### config.mk
export PLATFORM = sky130hd
export DESIGN_NAME = sd_block_responder_flat
export DESIGN_NICKNAME = d
export VERILOG_FILES = /design/src/rtl/sd_block_responder_if.sv /design/src/rtl/sd_block_responder.sv /design/src/flat_wrapper.sv
export SDC_FILE = /design/constraint.sdc
export NUM_CORES = 1
export LEC_CHECK = 0
export ABC_AREA = 1
export BUFFER_PORTS_ARGS = -buffer_cell sky130_fd_sc_hd__buf_2
export CAP_MARGIN = 20
export CORE_UTILIZATION = 40
export DETAILED_ROUTE_END_ITERATION = 12
export PLACE_DENSITY = 0.74
export SLEW_MARGIN = 20
export SYNTH_ARGS = -nofsm -noshare
export SYNTH_HDL_FRONTEND = slang
export SYNTH_SLANG_ARGS = --single-unit
### constraint.sdc
create_clock -name clk_sys -period 1.87 [get_ports clk_sys]
set_input_delay 0 -clock clk_sys [delete_from_list [all_inputs] [get_ports clk_sys]]
set_output_delay 0 -clock clk_sys [all_outputs]
set_load 0.005 [all_outputs]
### src/rtl/sd_block_responder_if.sv
// Sector-request bus and backing-memory handshake between the block initiator and its responder.
// The slave modport is the responder; the master modport is the initiator plus the memory.
interface sd_block_responder_if #(
  parameter int unsigned ADDR_W = 24
) ();
  logic [31:0]       sd_lba;
  logic              sd_rd;
  logic              sd_wr;
  logic              sd_ack;
  logic [8:0]        sd_buff_addr;
  logic [7:0]        sd_buff_dout;
  logic              sd_buff_wr;
  logic [7:0]        sd_buff_din;
  logic [ADDR_W-1:0] mem_addr;
  logic              mem_rd;
  logic              mem_wr;
  logic [7:0]        mem_din;
  logic [7:0]        mem_dout;
  logic              mem_ready;

  modport slave (
    input  sd_lba, sd_rd, sd_wr, sd_buff_din, mem_dout, mem_ready,
    output sd_ack, sd_buff_addr, sd_buff_dout, sd_buff_wr, mem_addr, mem_rd, mem_wr, mem_din
  );

  modport master (
    output sd_lba, sd_rd, sd_wr, sd_buff_din, mem_dout, mem_ready,
    input  sd_ack, sd_buff_addr, sd_buff_dout, sd_buff_wr, mem_addr, mem_rd, mem_wr, mem_din
  );
endinterface

### src/rtl/sd_block_responder.sv
// Serves 512-byte block read/write requests from a byte-wide backing memory, one byte at a time,
// moving data through port A of the shared sector buffer.
module sd_block_responder #(
  parameter int unsigned ADDR_W    = 24,
  parameter int unsigned BLK_BYTES = 512
) (
  input  logic                clk_sys,
  input  logic                reset,
  sd_block_responder_if.slave bus,
  input  logic [63:0]         img_size,
  input  logic                img_readonly,
  output logic                oor_err
);

  localparam logic [8:0]  LastIdx  = 9'(BLK_BYTES - 1);
  localparam logic [40:0] MemLimit = 41'(1) << ADDR_W;

  typedef enum logic [3:0] {
    StIdle,
    StRdReq,
    StRdWait,
    StRdPut,
    StWrAddr,
    StWrFetch,
    StWrReq,
    StWrNext,
    StDone
  } state_e;

  state_e      state_q, state_d;
  logic [31:0] lba_q, lba_d;
  logic [8:0]  idx_q, idx_d;
  logic [7:0]  data_q, data_d;
  logic        oor_q, oor_d;

  logic [40:0] byte_addr;
  logic        in_range;

  assign byte_addr = {lba_q, 9'd0} + 41'(idx_q);
  // img_size is deliberately not latched so a resized image takes effect per byte.
  assign in_range  = ({23'd0, byte_addr} < img_size) && (byte_addr < MemLimit);

  always_ff @(posedge clk_sys) begin
    if (reset) begin
      state_q <= StIdle;
      lba_q   <= '0;
      idx_q   <= '0;
      data_q  <= '0;
      oor_q   <= 1'b0;
    end else begin
      state_q <= state_d;
      lba_q   <= lba_d;
      idx_q   <= idx_d;
      data_q  <= data_d;
      oor_q   <= oor_d;
    end
  end

  always_comb begin
    state_d = state_q;
    lba_d   = lba_q;
    idx_d   = idx_q;
    data_d  = data_q;
    oor_d   = oor_q;
    unique case (state_q)
      StIdle: begin
        if (bus.sd_rd || bus.sd_wr) begin
          lba_d   = bus.sd_lba;
          idx_d   = '0;
          state_d = bus.sd_rd ? StRdReq : StWrAddr;
        end
      end
      StRdReq: begin
        if (in_range) begin
          state_d = StRdWait;
        end else begin
          oor_d   = 1'b1;
          data_d  = '0;
          state_d = StRdPut;
        end
      end
      StRdWait: begin
        if (bus.mem_ready) begin
          data_d  = bus.mem_dout;
          state_d = StRdPut;
        end
      end
      StRdPut: begin
        if (idx_q == LastIdx) begin
          state_d = StDone;
        end else begin
          idx_d   = idx_q + 9'd1;
          state_d = StRdReq;
        end
      end
      StWrAddr: state_d = StWrFetch;
      StWrFetch: begin
        // Buffer port has one cycle of read latency after sd_buff_addr moved in StWrAddr.
        data_d = bus.sd_buff_din;
        if (in_range && !img_readonly) begin
          state_d = StWrReq;
        end else begin
          if (!in_range) oor_d = 1'b1;
          state_d = StWrNext;
        end
      end
      StWrReq: begin
        if (bus.mem_ready) state_d = StWrNext;
      end
      StWrNext: begin
        if (idx_q == LastIdx) begin
          state_d = StDone;
        end else begin
          idx_d   = idx_q + 9'd1;
          state_d = StWrAddr;
        end
      end
      StDone: begin
        oor_d   = 1'b0;
        state_d = StIdle;
      end
      default: state_d = StIdle;
    endcase
  end

  assign bus.sd_ack       = !(state_q inside {StIdle, StDone});
  assign bus.sd_buff_addr = idx_q;
  assign bus.sd_buff_dout = data_q;
  assign bus.sd_buff_wr   = (state_q == StRdPut);
  assign bus.mem_addr     = byte_addr[ADDR_W-1:0];
  assign bus.mem_rd       = (state_q == StRdWait);
  assign bus.mem_wr       = (state_q == StWrReq);
  assign bus.mem_din      = data_q;
  assign oor_err          = (state_q == StDone) && oor_q;

endmodule
### src/flat_wrapper.sv
// flat-port wrapper written by rule: the top's interface ports become plain ports
module sd_block_responder_flat 
#(
  parameter int unsigned ADDR_W    = 24,
  parameter int unsigned BLK_BYTES = 512
)
  (clk_sys, reset, img_size, img_readonly, oor_err, bus_sd_lba, bus_sd_rd, bus_sd_wr, bus_sd_buff_din, bus_mem_dout, bus_mem_ready, bus_sd_ack, bus_sd_buff_addr, bus_sd_buff_dout, bus_sd_buff_wr, bus_mem_addr, bus_mem_rd, bus_mem_wr, bus_mem_din);
  sd_block_responder_if #(.ADDR_W(ADDR_W)) bus_i ();
  input  logic clk_sys;
  input  logic reset;
  input  logic [63:0] img_size;
  input  logic img_readonly;
  output logic oor_err;
  input wire logic [$bits(bus_i.sd_lba)-1:0] bus_sd_lba;
  input wire logic [$bits(bus_i.sd_rd)-1:0] bus_sd_rd;
  input wire logic [$bits(bus_i.sd_wr)-1:0] bus_sd_wr;
  input wire logic [$bits(bus_i.sd_buff_din)-1:0] bus_sd_buff_din;
  input wire logic [$bits(bus_i.mem_dout)-1:0] bus_mem_dout;
  input wire logic [$bits(bus_i.mem_ready)-1:0] bus_mem_ready;
  output wire logic [$bits(bus_i.sd_ack)-1:0] bus_sd_ack;
  output wire logic [$bits(bus_i.sd_buff_addr)-1:0] bus_sd_buff_addr;
  output wire logic [$bits(bus_i.sd_buff_dout)-1:0] bus_sd_buff_dout;
  output wire logic [$bits(bus_i.sd_buff_wr)-1:0] bus_sd_buff_wr;
  output wire logic [$bits(bus_i.mem_addr)-1:0] bus_mem_addr;
  output wire logic [$bits(bus_i.mem_rd)-1:0] bus_mem_rd;
  output wire logic [$bits(bus_i.mem_wr)-1:0] bus_mem_wr;
  output wire logic [$bits(bus_i.mem_din)-1:0] bus_mem_din;
  assign bus_i.sd_lba = bus_sd_lba;
  assign bus_i.sd_rd = bus_sd_rd;
  assign bus_i.sd_wr = bus_sd_wr;
  assign bus_i.sd_buff_din = bus_sd_buff_din;
  assign bus_i.mem_dout = bus_mem_dout;
  assign bus_i.mem_ready = bus_mem_ready;
  assign bus_sd_ack = bus_i.sd_ack;
  assign bus_sd_buff_addr = bus_i.sd_buff_addr;
  assign bus_sd_buff_dout = bus_i.sd_buff_dout;
  assign bus_sd_buff_wr = bus_i.sd_buff_wr;
  assign bus_mem_addr = bus_i.mem_addr;
  assign bus_mem_rd = bus_i.mem_rd;
  assign bus_mem_wr = bus_i.mem_wr;
  assign bus_mem_din = bus_i.mem_din;
  sd_block_responder #(.ADDR_W(ADDR_W), .BLK_BYTES(BLK_BYTES)) u_core (.clk_sys(clk_sys), .reset(reset), .bus(bus_i), .img_size(img_size), .img_readonly(img_readonly), .oor_err(oor_err));
endmodule
**Yosys cells after proc, flatten, opt, wreduce, memory -nomap -nowiden**

Index checks and enable logic that the tools add are counted.

- $add $sub $neg: 2
- Multiply operators: 0
- Div/mod/pow operators: 0
- Magnitude comparators: 2
- Equality and inequality tests: 15
- Shifts and indexed selects: 0
- Muxes and demuxes: 18
- Bitwise operators: 0
- Reduce and logical (&&, ||, !) cells: 17

Operators by type and width:

| cell | count |
|---|---|
| 41-bit by 64-bit < comparator with 1-bit output | 1 |
| 41-bit by 9-bit adder with 41-bit output | 1 |
| 41-bit by 25-bit < comparator with 1-bit output, second input constant | 1 |
| 4-bit case mux with 8 select lines | 1 |
| 8-bit case mux with 3 select lines | 1 |
| 4-bit two-way mux | 5 |
| 9-bit two-way mux | 2 |
| 9-bit case mux with 2 select lines | 1 |
| 4-bit by 3-bit equality test with 1-bit output, second input constant | 4 |
| 8-bit two-way mux | 2 |
| 2-bit != test, second input constant | 5 |
| 9-bit by 1-bit adder with 9-bit output, second input constant | 1 |
| 9-bit equality test, second input constant | 1 |
| 3-bit AND reduction | 3 |
| 4-bit by 2-bit equality test with 1-bit output, second input constant | 2 |
| 3-bit nonzero test | 2 |
| 4-bit by 1-bit equality test with 1-bit output, second input constant | 1 |
| 4-bit equality test, second input constant | 1 |
| 4-bit logical NOT | 1 |
| 1-bit two-way mux | 4 |
| 2-bit AND reduction | 2 |
| 2-bit nonzero test | 2 |
| 1-bit logical AND | 3 |
| 3-bit two-way mux | 1 |
| 5 further kinds | 6 |

- Register bits: 54
- Latch bits: 0
- Bits in writable memories: 0
- Bits in read-only memories: 0
- Output and inout bits: 54
- Logic and storage cells: 59
- Memories: 0

**Longest topological paths before layout**

Gate-level depths: netlist (run 1).

- Depth in word-level cells: 6
- Gate-level depth with buffers: 18
- Mapped depth without buffers: 18

**Least setup slack after synthesis (run 1)**

Ideal clock, no wire load.

- Path type: register to register
- Start point: register u_core.idx_q[1], in the netlist u_core.bus.sd_buff_addr[1]
- End point: register u_core.idx_q[4], in the netlist u_core.bus.sd_buff_addr[4]
- Setup time: 120 ps
- Arrival time: 1857 ps
- Required time: 1750 ps
- Slack: -107 ps
- Stages on the path, launching flop included: 13
- Buffers on the path: 0
- Path through: dfxtp_1 > ha_1 > nand2_1 > nor3_1 > and3_1 > ha_1 > or2_4 > nand2_4 > inv_1 > nor2_1 > nand2_1 > xor2_1 > nor2_1

- Longest elaborated chain between the ends: 3
- Elaborated cells on any way between the ends: 6
- Classes of those cells: add/sub: 1; eq/ne: 2; mux: 2; reduce/logical: 1

Ends and longest elaborated chain:

| item | RTL line | text |
|---|---|---|
| from (decl) | sd_block_responder.sv:32 | `logic [8:0] idx_q, idx_d;` |
| from (signal assigned) | sd_block_responder.sv:53 | `idx_q <= idx_d;` |
| 9-bit by 1-bit adder with 9-bit output / 9-bit equality test (equally long branches) | -- |  |
| 9-bit two-way mux / 2-bit != test (equally long branches) | -- |  |
| 9-bit case mux with 2 select lines / 3-bit AND reduction (equally long branches) | -- |  |

Several ways; a longest one is shown, not always the timed one. The select of a mux whose other input is x is not followed.
A chain may end at the register's enable or synchronous reset.

**Final worst setup path (run 1)**

- Start point: register u_core.idx_q[1], in the netlist u_core.bus.sd_buff_addr[1]
- End point: register u_core.idx_q[7], in the netlist u_core.bus.sd_buff_addr[7]

Same word-level chain as after synthesis.

==> metrics.csv, run 1 <==
stage,metric,value,unit
placed_design,place.detailed.hpwl,7480,um
floorplan,floorplan.initialDensity,41.3,%
global_route,use_met3,2.88,%
clocking,cts.root.buffer_cell,clkbuf_8,
placed_design,placed_insts,806,
yosys,netlist-cell-type-count,34,
global_route,gr-max-usage-layer,met2,
global_route,pin_count_of_the_biggest_net_entering_global_routing,66,
clocking,cts_tree,done,
yosys,mappedNetlistNets,711,
sta,postLayoutSetupSlackWorst,-0.102,ns
sta,worst_pin_slew,0.535,ns
sta,final_hold_viol_count,0,
yosys,syn-cell-area,3800,sq um
cells_and_area,finalNonFillerCells,853,
power_and_ir_drop,vdd.ir_drop.worst,0.000550,V
power_and_ir_drop,leakage,2.85,nW
drt,post_route_ant_nets,0,
drt,routed_wirelength,10200,um
setup_path,crit_path_cell_trace,"ha_4, nand2_2, nor3_2, and3_1, ha_2, or2_4, nand2_4, nand4_4, nor2_2, nand2_1, nor2_2, xnor2_1, nor2_2",
yosys,post_syn_instances,551,
worst_hold_path,hold_path_class,primary input to flop,
yosys,yosysSeqAreaShare,28.5,%
global_route,global_route.overflow_total,0,
drt,remaining_drc_errors,0,
clocking,cts_inserted_buffers,5,
setup_path,critical_path.n_buffers_inverters,0,
cells_and_area,most-common-layout-cells,"buf_2, inv_1, nand2_1",
drt,drt_first_pass_iters,4,
sta,timing.final.max_slew_violations,0,
setup_path,cp_common_cell,nor2_2,
setup_path,worst-setup-path-type,flop to flop,
yosys,synthesis.area_per_instance,6.89,sq um
drt,via_count,4017,
yosys,synth_async_sr_flop_share,0,%
placed_design,postPlaceCellArea,4670,sq um
yosys,synth-edff-count,0,
sta,final_min_period_over_clock_period,105,%
floorplan,fp.dieH,99.4,um
cells_and_area,antennaDiodeCount,0,
yosys,synth_top_flop_cell,dfxtp_1,
clocking,worstSkewPairLatency,0.31,ns
status,run_status,"complete, but fails checks",
floorplan,core-area,9200,sq um
placed_design,io_buffers,171,
sta,finalWorstPathRequiredPeriod,1.97,ns
drt,iter_0_drt_violations,98,
cells_and_area,final_common_cell,buf_2,
clocking,cts.clk_slew.worst_paths,0.11,ns
clocking,clock_tree.htree_level_count,2,
status,failed_checks,setup timing,
global_route,via_count_of_the_first_global_routing_pass,3930,
global_route,antenna_found_initial,0,
placed_design,place.gp.congestion,0.848,
sta,timing.max_slew.rel_slack,64.3,%
floorplan,fp.dieW,99.4,um
global_route,globalRouteTotalUtil,20.3,%
setup_path,dominant_delay_contributor_by_cell_family_on_the_critical_path,simple AND/OR/NAND/NOR gates,
setup_path,endpoint_type_of_the_worst_setup_path,flop,
floorplan,dieArea,9890,sq um
clocking,clock_path_buffers,2,
setup_path,crit_required,2.07,ns
global_route,global_route.usage.met2,38.4,%
power_and_ir_drop,cellPowerDensity,1080,nW/um^2
cells_and_area,final_nets,901,
sta,skew,0.00621,ns
setup_path,start_kind,flop,
floorplan,ios,172,
job,maxCapViolCount,0,
yosys,yosysWarnings,0,
floorplan,placementRows,35,
yosys,ys_ff_latch,54,
setup_path,worstPathMaxFanout,4,
global_route,grt_pass1_wl,16500,um
sta,setup_viol,5,
cells_and_area,final_design_area_no_fill,5350,sq um
clocking,cts_num_sinks,54,
setup_path,critical-path-max-stage-delay,0.37,ns
drt,avgViaCountPerCell,4.71,
cells_and_area,fraction_of_final_layout_cells_with_drive_strength_greater_than_1,37.2,%
setup_path,timing.critical_path.arrival,2.18,ns
setup_path,timing.critical_path.slowest_stage_cell,dfxtp_4,
sta,maxClockFrequency,507,MHz
cells_and_area,flow.area_growth_from_synthesis,40.9,%
global_route,globalRouteMet1Util,23.6,%
drt,avgRoutedWirePerCell,11.9,um
sta,grt_setup_unrepaired,yes,
==> where the power goes <==
part / internal [mW] / switching (mW)
registers: 1.59 / 0.309
logic: 1.35 / 1.64
clock network: 0.483 / 0.413
total: 3.42 / 2.37
==> repair_timing <==
action,in CTS,in global routing
setup endpoints to repair,15,39
setup buffers,7,2
hold buffers,29,0
pin swaps,11,14
endpoints found under the hold margin,34,0
gates cloned,1,0
gates resized for setup,18,30
==> metal layers <==
metal  share of wire, %  up-vias
li1                   -     2122
met3                4.6       12
met1                 44     1760
met5                  0        -
met4                1.4        0
met2                 50      123
==> cells in the mapped netlist (all sizes together), types with 2 or more instances <==
cell type	number	area share, %
clkbuf	12	1.2
dfxtp	54	28
buf	43	8.5
or2	2	0.40
nor3	12	1.6
nand3	9	1.5
nand4	14	2.7
a211oi	3	0.59
o21ai	44	5.9
a21oi	67	8.8
ha	42	14
nor2	52	5.6
nor4	2	0.33
nand2	87	8.9
inv	99	9.8
xor2	2	0.46
==> stage by stage <==
stage | hold slack [ns] | TNS [ns] | total power, mW | setup slack, ns | utilization (%)
after floorplan | 0.0710 | -0.0344 | 3.94 | -0.0344 | -
after global placement | 0.277 | -0.799 | 4.59 | -0.0964 | 50.8
after detailed placement | 0.287 | -1.26 | 4.70 | -0.149 | 50.8
after CTS | 0.00727 | -0.115 | 5.74 | -0.0532 | 56.8
after global routing | 0.0132 | -1.40 | 6.37 | -0.186 | 58.2
final | 0.0191 | -0.221 | 5.79 | -0.102 | 58.2
==> worst register-to-register path, cell delays in order, from the launching register on <==
cell and delay [ns]:
dfxtp_4 0.37, ha_4 0.16, nand2_2 0.08, nor3_2 0.05, and3_1 0.14, ha_2 0.17, or2_4 0.24, nand2_4 0.09
nand4_4 0.09, nor2_2 0.09, nand2_1 0.09, nor2_2 0.11, xnor2_1 0.14, nor2_2 0.05
==> sequential cells by signal (all words and copies together), names as in the netlist <==
register	cells
u_core.bus.mem_din	8
u_core.bus.sd_buff_addr	9
u_core.lba_q	32
u_core.oor_q	1
u_core.state_q	4
==> layout make-up <==
type                    count  area (sq um)
clock inverters             2          38.8
well taps                 111           139
inverters                  99           372
fillers                   874          3850
flip-flops and latches     54          1110
repair buffers            237          1430
multi-input cells         344          2170
clock buffers               6          93.8
==> final timing paths <==
check                                     startpoint  slack, ns  cells after the start                                       to
max          u_core.bus.sd_buff_addr[1]$_SDFFE_PP0P_      -0.10                     13  u_core.bus.sd_buff_addr[7]$_SDFFE_PP0P_
min reg2reg            u_core.lba_q[12]$_SDFFE_PP0P_       0.47                      2            u_core.lba_q[12]$_SDFFE_PP0P_
min                                   bus_sd_lba[28]       0.02                      3            u_core.lba_q[28]$_SDFFE_PP0P_
max reg2reg  u_core.bus.sd_buff_addr[1]$_SDFFE_PP0P_      -0.10                     13  u_core.bus.sd_buff_addr[7]$_SDFFE_PP0P_
==> logic make-up (layout without fill, tap and decap cells) <==
logic type	Yosys count	count (layout)	synth area share (%)
compound gates	116	116	15.7
xor+xnor	3	3	0.692
fa+ha+maj	42	42	13.8
buf+inv	154	344	19.5
flops	54	54	28.5
simple gates	182	183	21.8
Power figures use the tool's default switching activity.
==> run 2, diff against run 1 <==
--- a/config.mk
+++ b/config.mk
@@ -8,9 +8,11 @@
 export ABC_AREA = 1
 export BUFFER_PORTS_ARGS = -buffer_cell sky130_fd_sc_hd__buf_2
 export CAP_MARGIN = 20
-export CORE_UTILIZATION = 40
+export CELL_PAD_IN_SITES_DETAIL_PLACEMENT = 0
+export CELL_PAD_IN_SITES_GLOBAL_PLACEMENT = 1
+export CORE_UTILIZATION = 29
 export DETAILED_ROUTE_END_ITERATION = 12
-export PLACE_DENSITY = 0.74
+export PLACE_DENSITY = 0.78
 export SLEW_MARGIN = 20
 export SYNTH_ARGS = -nofsm -noshare
 export SYNTH_HDL_FRONTEND = slang
==> run 2 against run 1 <==
Net effect:
- the flow still finishes with violations (setup timing)
- non-clock buffer count increased by 1
- global-route usage fell by 4.5 points
- register-to-register slack got worse by 0.05 ns
- clock power grew 34%
- die area increased by 37%
- cell area is 3.5% higher
- combinational power increased by 3%
- largest cell class unchanged
==> metrics.csv, run 2 (same netlist as run 1, synthesis figures left out) <==
stage,metric,value,unit
status,run_status,"complete, but fails checks",
status,failed_checks,setup timing,
drt,avgRoutedWirePerCell,11.6,um
floorplan,fp.dieH,116,um
cells_and_area,fraction_of_final_layout_cells_with_drive_strength_greater_than_1,38.2,%
clocking,cts.clk_slew.worst_paths,0.07,ns
sta,setup_viol,11,
placed_design,place.detailed.hpwl,8010,um
worst_hold_path,hold_path_class,primary input to flop,
clocking,clock_path_buffers,2,
drt,post_route_ant_nets,0,
setup_path,endpoint_type_of_the_worst_setup_path,flop,
clocking,worstSkewPairLatency,0.30,ns
job,maxCapViolCount,0,
sta,sum_neg_setup_slack,-0.382,ns
sta,grt_setup_unrepaired,yes,
placed_design,place.gp.congestion,0.770,
global_route,globalRouteTotalUtil,15.8,%
setup_path,crit_path_cell_trace,"ha_4, nand2_4, nor3_4, and3_1, ha_2, or2_4, nand2_4, nand4_4, nor2_4, nand2_2, nor2_4, xnor2_2, nor2_2",
setup_path,start_kind,flop,
setup_path,critical-path-max-stage-delay,0.37,ns
sta,postLayoutSetupSlackWorst,-0.153,ns
floorplan,floorplan.initialDensity,30.0,%
global_route,global_route.overflow_total,0,
power_and_ir_drop,combinational_group_share_of_total_power,50.0,%
sta,final_hold_viol_count,0,
sta,timing.max_slew.rel_slack,65.3,%
placed_design,io_buffers,171,
floorplan,dieArea,13600,sq um
setup_path,timing.critical_path.arrival,2.21,ns
power_and_ir_drop,clockPowerShare,19.4,%
global_route,via_count_of_the_first_global_routing_pass,3819,
cells_and_area,final_nets,902,
clocking,cts.root.buffer_cell,clkbuf_16,
sta,final_min_period_over_clock_period,108,%
setup_path,crit_required,2.06,ns
sta,maxClockFrequency,494,MHz
sta,worst_pin_slew,0.519,ns
power_and_ir_drop,share_seq_of_total_power,30.6,%
power_and_ir_drop,power_switching,2.43,mW
drt,remaining_drc_errors,0,
sta,timing.final.max_slew_violations,0,
floorplan,ios,172,
floorplan,placementRows,41,
setup_path,timing.critical_path.slowest_stage_cell,dfxtp_4,
drt,iter_0_drt_violations,96,
cells_and_area,finalCoreUtilization,43.7,%
setup_path,dominant_delay_contributor_by_cell_family_on_the_critical_path,simple AND/OR/NAND/NOR gates,
cells_and_area,final_common_cell,buf_2,
global_route,grt_pass1_wl,16800,um
drt,via_count,4036,
floorplan,fp.dieW,116,um
cells_and_area,num-fill-cells,1356,
global_route,pin_count_of_the_biggest_net_entering_global_routing,66,
power_and_ir_drop,cellPowerDensity,1120,nW/um^2
sta,skew,0.00558,ns
setup_path,worstPathMaxFanout,4,
power_and_ir_drop,power_report.internal_total,3.75,mW
cells_and_area,largest_register_ffs,32,
floorplan,core-area,12700,sq um
drt,avgViaCountPerCell,4.41,
power_and_ir_drop,sw_frac_of_total,39.3,%
sta,finalWorstPathRequiredPeriod,2.02,ns
cells_and_area,largest-register,u_core.lba_q,
clocking,cts_num_sinks,54,
drt,routed_wirelength,10700,um
setup_path,critical_path.n_buffers_inverters,0,
cells_and_area,most-common-layout-cells,"buf_2, inv_1, nand2_1",
clocking,cts_inserted_buffers,5,
setup_path,worst-setup-path-type,flop to flop,
power_and_ir_drop,leakage,2.93,nW
cells_and_area,finalNonFillerCells,916,
power_and_ir_drop,vdd.ir_drop.worst,0.000541,V
power_and_ir_drop,power,6.18,mW
placed_design,placed_insts,875,
drt,drt_first_pass_iters,4,
clocking,cts_tree,done,
cells_and_area,flow.area_growth_from_synthesis,45.8,%
global_route,antenna_found_initial,2,
clocking,clock_tree.htree_level_count,2,
run 2: changes by cell type in the layout (fill, tap and decap cells not counted), moves of 4 or more:
cell,before,now
nor2_2,7,3
dlygate4sd3_1,29,23
clkbuf_16,1,6
buf_4,36,41
dfxtp_2,6,1
clkbuf_8,5,1
run 2: layout make-up:
| cell class | instances | area (sq um) | area share [%] |
|---|---|---|---|
| multi-input combinational | 344 | 2210 | 40.0 |
| timing repair buffer | 238 | 1430 | 25.8 |
| sequential | 54 | 1110 | 20.0 |
| inverter | 99 | 374 | 6.76 |
| tap | 172 | 215 | 3.89 |
| clock buffer | 7 | 164 | 2.96 |
| clock inverter | 1 | 30.0 | 0.542 |
| antenna | 1 | 2.50 | 0.0452 |
run 2: final timing paths:
kind / startpoint / to / slack, ns / cells after the start
setup / recovery: u_core.bus.sd_buff_addr[1]$_SDFFE_PP0P_ / u_core.bus.sd_buff_addr[7]$_SDFFE_PP0P_ / -0.15 / 13
hold reg to reg: u_core.lba_q[17]$_SDFFE_PP0P_ / u_core.lba_q[17]$_SDFFE_PP0P_ / 0.47 / 2
setup reg to reg: u_core.bus.sd_buff_addr[1]$_SDFFE_PP0P_ / u_core.bus.sd_buff_addr[7]$_SDFFE_PP0P_ / -0.15 / 13
hold / removal: bus_sd_lba[5] / u_core.lba_q[5]$_SDFFE_PP0P_ / 0.005 / 3
run 2: tightest hold or removal path, cell delays in order:
cell and delay (ns):
buf_2 0.07, o21ai_0 0.07, a21oi_1 0.12
run 2: power groups by stage:
stage                     Sequential, mW  Clock, mW  Combinational, mW
after floorplan                     1.90          0               2.04
after global placement              1.90          0               2.82
after detailed placement            1.92          0               2.88
after CTS                           1.90       1.24               3.04
after global routing                1.95       1.28               3.57
final                               1.89       1.20               3.09
run 2: per-layer routing:
metal	GRT usage, %	wire [um]
met1	18.6	4710
met2	28.3	5140
met3	3.84	633
met4	4.27	152
met5	0	13
run 2: per-stage QoR:
stage          cell area (sq um)  hold slack, ns  setup WS (ns)
6_report                    5540         0.00455         -0.153
5_1_grt                     5540          0.0148         -0.254
4_1_cts                     5410        0.000897        -0.0965
3_5_place_dp                4800           0.289         -0.194
3_3_place_gp                4800           0.272         -0.137
2_1_floorplan               3820          0.0710        -0.0344
run 2: timing repair:
action | 4_1_cts | 5_1_grt
setup endpoints to repair | 13 | 18
hold endpoints to repair | 28 | 0
setup buffers | 5 | 3
pin swaps | 16 | 23
cloned | 1 | 0
resized for setup | 28 | 32
hold buffers | 23 | 0
==> run 3, diff against run 2 <==
--- a/config.mk
+++ b/config.mk
@@ -10,9 +10,10 @@
 export CAP_MARGIN = 20
 export CELL_PAD_IN_SITES_DETAIL_PLACEMENT = 0
 export CELL_PAD_IN_SITES_GLOBAL_PLACEMENT = 1
-export CORE_UTILIZATION = 29
+export CORE_UTILIZATION = 30
+export CTS_BUF_LIST = sky130_fd_sc_hd__clkbuf_8
 export DETAILED_ROUTE_END_ITERATION = 12
-export PLACE_DENSITY = 0.78
+export PLACE_DENSITY = 0.8
 export SLEW_MARGIN = 20
 export SYNTH_ARGS = -nofsm -noshare
 export SYNTH_HDL_FRONTEND = slang
==> run 3 against run 2 <==
Net effect:
- the flow still finishes with violations (setup timing)
- sequential cell count stayed put
- global-route usage is 0.61 points higher
- fmax rose by 1.3%
- setup slack better by 0.026 ns
- core utilization increased by 2.8 points
- wire length is 2.5% higher
==> metrics.csv, run 3 (same netlist as run 1, synthesis figures left out) <==
stage,metric,value,unit
setup_path,dominant_delay_contributor_by_cell_family_on_the_critical_path,simple AND/OR/NAND/NOR gates,
placed_design,place.detailed.hpwl,7950,um
setup_path,start_kind,flop,
sta,sum_neg_setup_slack,-0.462,ns
floorplan,floorplan.initialDensity,31.2,%
sta,timing.final.max_slew_violations,0,
drt,remaining_drc_errors,0,
power_and_ir_drop,power_report.internal_total,3.45,mW
power_and_ir_drop,share_seq_of_total_power,32.3,%
sta,final_min_period_over_clock_period,107,%
cells_and_area,final_common_cell,buf_2,
cells_and_area,final_nets,923,
cells_and_area,largest_register_ffs,32,
drt,iter_0_drt_violations,120,
setup_path,worst-setup-path-type,flop to flop,
drt,avgViaCountPerCell,4.42,
cells_and_area,finalCoreUtilization,46.5,%
drt,via_count,4117,
setup_path,critical-path-max-stage-delay,0.38,ns
cells_and_area,final_design_area_no_fill,5660,sq um
setup_path,endpoint_type_of_the_worst_setup_path,flop,
drt,avgRoutedWirePerCell,11.7,um
setup_path,critical_path.n_buffers_inverters,0,
cells_and_area,fraction_of_final_layout_cells_with_drive_strength_greater_than_1,37.8,%
placed_design,io_buffers,171,
placed_design,placed_insts,870,
floorplan,ios,172,
floorplan,fp.dieW,115,um
power_and_ir_drop,leakage,2.97,nW
sta,finalWorstPathRequiredPeriod,2.00,ns
placed_design,pre_cts_slack,-0.223,ns
clocking,worstSkewPairLatency,0.33,ns
cells_and_area,flow.area_growth_from_synthesis,49.0,%
status,failed_checks,setup timing,
sta,final.hold.worst_slack,0.0289,ns
drt,post_route_ant_nets,0,
clocking,cts_num_sinks,54,
floorplan,dieArea,13100,sq um
clocking,cts.root.buffer_cell,clkbuf_8,
power_and_ir_drop,clockPowerShare,13.9,%
global_route,pin_count_of_the_biggest_net_entering_global_routing,66,
power_and_ir_drop,combinational_group_share_of_total_power,53.8,%
clocking,clock_path_buffers,2,
sta,timing.max_slew.rel_slack,64.9,%
global_route,via_count_of_the_first_global_routing_pass,3905,
floorplan,core-area,12200,sq um
sta,postLayoutSetupSlackWorst,-0.126,ns
sta,grt_setup_unrepaired,yes,
sta,final_hold_viol_count,0,
sta,worst_pin_slew,0.526,ns
floorplan,fp.dieH,115,um
clocking,cts_inserted_buffers,5,
power_and_ir_drop,power,5.90,mW
power_and_ir_drop,vdd.ir_drop.worst,0.000510,V
sta,maxClockFrequency,501,MHz
setup_path,worstPathMaxFanout,4,
cells_and_area,finalNonFillerCells,932,
setup_path,timing.critical_path.arrival,2.22,ns
drt,drt_first_pass_iters,4,
placed_design,postPlaceCellArea,4790,sq um
power_and_ir_drop,cellPowerDensity,1040,nW/um^2
cells_and_area,antennaDiodeCount,0,
global_route,antenna_found_initial,0,
power_and_ir_drop,power_switching,2.44,mW
global_route,globalRouteTotalUtil,16.4,%
clocking,clock_tree.htree_level_count,2,
global_route,grt_pass1_wl,17100,um
setup_path,crit_required,2.09,ns
clocking,cts_tree,done,
setup_path,timing.critical_path.slowest_stage_cell,dfxtp_4,
global_route,global_route.overflow_total,0,
worst_hold_path,hold_path_class,primary input to flop,
status,run_status,"complete, but fails checks",
power_and_ir_drop,sw_frac_of_total,41.4,%
cells_and_area,largest-register,u_core.lba_q,
cells_and_area,most-common-layout-cells,"buf_2, inv_1, nand2_1",
job,maxCapViolCount,0,
floorplan,placementRows,40,
sta,setup_viol,11,
cells_and_area,num-fill-cells,1262,
setup_path,crit_path_cell_trace,"ha_4, nand2_4, nor3_2, and3_1, ha_2, or2_4, nand2_4, nand4_4, nor2_4, nand2_2, nor2_4, xnor2_2, nor2_2",
drt,routed_wirelength,10900,um
placed_design,place.gp.congestion,0.822,
clocking,cts.clk_slew.worst_paths,0.10,ns
sta,skew,0.00746,ns
==> run 3: cell types whose count changed in the layout (fill, tap and decap cells not counted), sizes merged <==
cell,before,now
clkbuf,7,6
diode,1,0
buf,215,217
dlygate4sd3,23,41
inv,99,100
clkinvlp,0,1
==> run 3: power groups by stage <==
stage / Combinational [mW] / Sequential [mW] / Clock [mW]
after floorplan: 2.04 / 1.90 / 0
after global placement: 2.79 / 1.90 / 0
after detailed placement: 2.86 / 1.92 / 0
after CTS: 3.01 / 1.89 / 0.859
after global routing: 3.64 / 1.97 / 0.893
final: 3.17 / 1.91 / 0.821
==> run 3: worst paths after layout <==
path | cells after the start | start | end | slack, ns
setup / recovery | 13 | u_core.bus.sd_buff_addr[1]$_SDFFE_PP0P_ | u_core.bus.sd_buff_addr[7]$_SDFFE_PP0P_ | -0.13
hold / removal | 5 | bus_sd_buff_din[1] | u_core.bus.mem_din[1]$_SDFFE_PP0P_ | 0.03
setup reg to reg | 13 | u_core.bus.sd_buff_addr[1]$_SDFFE_PP0P_ | u_core.bus.sd_buff_addr[7]$_SDFFE_PP0P_ | -0.13
hold reg to reg | 2 | u_core.lba_q[11]$_SDFFE_PP0P_ | u_core.lba_q[11]$_SDFFE_PP0P_ | 0.48
==> run 3: metal layers <==
layer | track usage (%) | up-vias | wire (um)
met5 | 0 | - | 0
met3 | 2.81 | 16 | 596
met4 | 6.75 | 0 | 204
met1 | 19.4 | 1821 | 4760
met2 | 29.1 | 122 | 5360
li1 | - | 2158 | -
==> run 3: layout make-up <==
cell class              count  area, sq um  area share (%)
repair buffers            259         1650            29.1
clock buffers               5         68.8            1.22
multi-input cells         344         2210            39.1
clock inverters             3         41.3           0.730
well taps                 168          210            3.71
inverters                  99          374            6.61
flip-flops and latches     54         1110            19.6
==> run 3: worst reg2reg max path, cell delays in order (launching register included) <==
cell and delay (ns):
dfxtp_4 0.38, ha_4 0.17, nand2_4 0.06, nor3_2 0.04, and3_1 0.15, ha_2 0.17
or2_4 0.24, nand2_4 0.09, nand4_4 0.10, nor2_4 0.11, nand2_2 0.09, nor2_4 0.13
xnor2_2 0.13, nor2_2 0.04
==> run 3: what timing repair did <==
item,in CTS,in global routing
buffers inserted,8,4
hold endpoints to repair,43,0
hold buffers,41,0
gates resized for setup,23,36
setup endpoints to repair,14,16
pin swaps,14,19
cloned,1,0
